### src/rtl/prescaled_counter.sv
// Two-stage timebase: a free-running prescaler produces a step strobe every
// PRESCALE enabled cycles, and a bounded value counter advances once per strobe.
module prescaled_counter #(
  parameter int unsigned PRESCALE = 250000,
  parameter int unsigned CNT_W    = 7,
  parameter bit          SATURATE = 1'b0
) (
  input  logic             clk,
  input  logic             rstn,
  input  logic             en,
  input  logic             clr,
  input  logic             load,
  input  logic [CNT_W-1:0] load_val,
  input  logic             dir,
  input  logic [CNT_W-1:0] limit,
  output logic [CNT_W-1:0] out,
  output logic             tick,
  output logic             tc,
  output logic             at_bound
);

  // A one-bit prescaler is kept even for PRESCALE=1 so the compare stays legal.
  localparam int unsigned      PRE_W    = (PRESCALE < 2) ? 1 : $clog2(PRESCALE);
  localparam logic [PRE_W-1:0] PRE_LAST = PRE_W'(PRESCALE - 1);

  logic [PRE_W-1:0] pre_cnt;
  logic             step;
  logic [CNT_W-1:0] load_clip;
  logic [CNT_W-1:0] nxt_out;
  logic             nxt_tc;

  assign step      = en && (pre_cnt == PRE_LAST);
  assign load_clip = (load_val > limit) ? limit : load_val;
  assign at_bound  = (dir && (out >= limit)) || (!dir && (out == '0));

  // Value the counter takes on a step, and whether that step hits a bound.
  always_comb begin
    nxt_out = out;
    nxt_tc  = 1'b0;
    if (dir) begin
      if (out < limit) begin
        nxt_out = out + CNT_W'(1);
      end else begin
        nxt_out = SATURATE ? limit : '0;
        nxt_tc  = 1'b1;
      end
    end else begin
      if (out > limit) begin
        // limit was lowered under a running count: snap to the new ceiling
        nxt_out = limit;
      end else if (out == '0) begin
        nxt_out = SATURATE ? '0 : limit;
        nxt_tc  = 1'b1;
      end else begin
        nxt_out = out - CNT_W'(1);
      end
    end
  end

  always_ff @(posedge clk or negedge rstn) begin
    if (!rstn) begin
      pre_cnt <= '0;
      out     <= '0;
      tick    <= 1'b0;
      tc      <= 1'b0;
    end else if (clr) begin
      pre_cnt <= '0;
      out     <= '0;
      tick    <= 1'b0;
      tc      <= 1'b0;
    end else if (load) begin
      pre_cnt <= '0;
      out     <= load_clip;
      tick    <= 1'b0;
      tc      <= 1'b0;
    end else if (!en) begin
      tick    <= 1'b0;
      tc      <= 1'b0;
    end else if (step) begin
      pre_cnt <= '0;
      out     <= nxt_out;
      tick    <= 1'b1;
      tc      <= nxt_tc;
    end else begin
      pre_cnt <= pre_cnt + PRE_W'(1);
      tick    <= 1'b0;
      tc      <= 1'b0;
    end
  end

endmodule
### config.mk
export PLATFORM = sky130hd
export DESIGN_NAME = prescaled_counter
export DESIGN_NICKNAME = d
export VERILOG_FILES = /design/src/rtl/prescaled_counter.sv
export SDC_FILE = /design/constraint.sdc
export NUM_CORES = 1
export LEC_CHECK = 0
export CAP_MARGIN = 20
export CORE_ASPECT_RATIO = 2
export CORE_UTILIZATION = 28
export CTS_BUF_LIST = sky130_fd_sc_hd__clkbuf_8
export DETAILED_ROUTE_END_ITERATION = 10
export GPL_TIMING_DRIVEN = 0
export SLEW_MARGIN = 20
export SYNTH_ARGS = -nofsm -noshare
export SYNTH_HDL_FRONTEND = slang
export SYNTH_SLANG_ARGS = --single-unit
### constraint.sdc
create_clock -name clk -period 3.77 [get_ports clk]
set_input_delay 0.5655 -clock clk [delete_from_list [all_inputs] [get_ports clk]]
set_output_delay 0.5655 -clock clk [all_outputs]
set_load 0.1 [all_outputs]
==> metrics.cfg <==
[grt]
overflow=0
grtUsageTotal_pct=16.2
grt_max_degree=28
grt_antenna_before_repair=0
grt_pass1_vias=2143
grt_pass1_wl_mm=10.4

[layout]
area_growth_pct=20.3
finish.utilization_pct=35.1
diodes=0
finalNetCount=337
drive_gt1_share_pct=6.02
fill_cells=797

[clock_network]
clk_path_buf_depth=2
cts_htree_levels=1
cts-root-buf=clkbuf_8
numCtsBuffers=3
clk_pin_slew_ns=0.09
postCtsSetupBuffers=0
clkLatencyLatePin_ns=0.28
clkSinkCount=27
cts_hold_buf=0
cts_tree=built

[setup_path]
crit_arrival_ns=2.96
endpoint_kind=primary output
ff2ff_path_depth=8
path_max_fanout=6
cp_slowest_cell=clkdlybuf4s15_2
worstPathCellList=clkdlybuf4s50_1, inv_1, ha_1, nand4_1, a21oi_1, nor3b_2, a21oi_2, clkdlybuf4s15_2
cp.required_ns=3.20
critical_path_class=in -> out
regToRegSetupSlack_ns=1.06
slowest_delay_ns=0.58
start_kind=primary input

[synthesis]
yosysUniqueCellTypes=52
syn-cell-area_um2=2250
async_flop_share_pct=100
ys_seq_area_share_pct=30.0
synthCells=266
synth_warnings=0
yosysTopAreaCellShare_pct=30.0
synth.avg_cell_area_um2=8.47
syn-num-nets=303
synth-seq-cells=27
synth_area_leaders=dfrtp_1 30%, ha_1 9.4%, xor2_1 6.2%, a21oi_1 4.7%, nor2_1 4.7%
yosys_most_used_dff=dfrtp_1
synth_edf_count=0
synth_largest_area_cell=dfrtp_1

[sta]
worst_slew_pin_slew_ns=0.976
finalSetupViolations=0
fin_skew_ns=0.00390
holdWs_ns=0.288
finalCriticalPeriod_ns=3.53
fmax_mhz=284
timing.final.crit_share_pct=93.6
hold_violations=0
relSlewSlack_pct=34.7
rsz0062_at_grt=no
drv_slew=0
setup_ws_ns=0.243

[placement]
post-dp-hpwl_mm=5.31
port_buffers=29
gp_congestion=0.937
post-place-ws_ns=-0.513

[floorplanning]
num_io_pins=30
rows=45
die_w_um=65.4
start_util_pct=29.2
die_h_um=129
die-area_um2=8430
core_area_um2=7710

[detailed_routing]
drtPass1Iterations=4
drt.antenna.violating_nets=0
drt_iter0_drc=146
vias=2144
drcViolationCount=0
viasPerCell=5.46
routed_wl_mm=6.54
avgRoutedWirePerCell_um=16.7

[job]
drv_cap=0

[power]
peakVddDrop_uv=123
static-leakage-power_nw=1.13
power_density_nw_per_um2=293

[min_path]
min_path_type=in -> async

[status]
outcome=finished, final reports clean

[cell type report]
type,instances,area (µm²),share of cell area (%)
Multi-Input combinational cell,216,1480,54.7
Timing Repair Buffer,29,287,10.6
Tap cell,94,118,4.34
Clock buffer,3,41.3,1.52
Inverter,14,52.6,1.94
Buffer,9,51.3,1.89
Sequential cell,27,676,24.9
Clock inverter,1,3.75,0.139
[sequential cells by signal, summed over array words and instances, names as in the netlist]
register  count
tc            1
pre_cnt      18
tick          1
out           7
[through the flow]
stage / setup TNS (ns) / area, µm² / std cells / total power [mW]
floorplan: 0 / 2260 / 266 / 0.534
global placement: -0.561 / 2660 / 389 / 0.631
detailed placement: -0.513 / 2660 / 389 / 0.634
CTS: 0 / 2710 / 393 / 0.798
global route: 0 / 2710 / 393 / 0.838
finish: 0 / 2710 / 393 / 0.795
[final timing paths]
kind	start	endpoint
setup reg to reg	out[4]	out[3]
hold / removal	rstn	pre_cnt[12]
hold reg to reg	pre_cnt[17]	pre_cnt[17]
max in group asynchronous	rstn	out[4]
setup / recovery	limit[4]	at_bound
min in group clk	pre_cnt[17]	pre_cnt[17]
[timing repair]
item,4_1_cts,5_1_grt
resized for setup,4,0
hold endpoints to repair,0,0
setup endpoints to repair,1,0
[cells in the final DEF (no fill, tap or decap), types with 6 or more instances in the layout]
master,Yosys,routed
nor3_1,8,8
dfrtp_1,27,27
nand3_1,19,19
nand2b_1,6,6
nor2_1,28,28
ha_1,17,17
xnor2_1,7,7
a21oi_1,21,20
clkdlybuf4s50_1,0,27
nand2_1,22,22
xor2_1,16,16
inv_1,14,15
nand4_1,7,7
[cell usage after synthesis, types with 3 or more instances]
| library cell | instances |
|---|---|
| a21o_1 | 3 |
| a21oi_1 | 21 |
| a221oi_1 | 4 |
| and3_1 | 3 |
| clkbuf_1 | 5 |
| dfrtp_1 | 27 |
| ha_1 | 17 |
| inv_1 | 14 |
| mux2i_1 | 4 |
| nand2_1 | 22 |
| nand2b_1 | 6 |
| nand3_1 | 19 |
| nand3b_1 | 3 |
| nand4_1 | 7 |
| nor2_1 | 28 |
| nor3_1 | 8 |
| o21ai_0 | 4 |
| o31ai_1 | 3 |
| xnor2_1 | 7 |
| xor2_1 | 16 |
[power breakdown]
part           leakage, nW  total (mW)  internal, mW  switching (mW)
Clock               0.0269       0.164        0.0732          0.0910
Combinational        0.734       0.318         0.115           0.204
Sequential           0.372       0.312         0.297          0.0153
Total                 1.13       0.795         0.485           0.310
[cell families after synthesis]
kind of cell | count (synthesis) | synth area share [%]
adders and majority gates | 17 | 9.44
DFF | 27 | 30.0
muxes | 4 | 1.78
AOI/OAI and AO/OA | 58 | 18.6
xor gates and xnor gates | 23 | 8.94
and+or+nand+nor | 114 | 26.7
buffers and inverters | 23 | 4.61
[routing by layer]
metal  vias to the layer above  part of all wire (%)  wire length [µm]  track usage, %
met2                        53                    58              3790            32.5
met1                      1033                    36              2330            15.7
li1                       1040                     -                 -               -
met5                         -                     0                 0               0
met4                         0                   3.9               252            8.31
met3                        18                   2.5               166            1.06
[worst max-delay path: cells and delay by family]
kind	cells	cell delay (ns)
buf+inv	3	1.19
simple gates	2	0.35
compound gates	2	0.54
fa+ha+maj	1	0.30
Power figures use the tool's default switching activity.
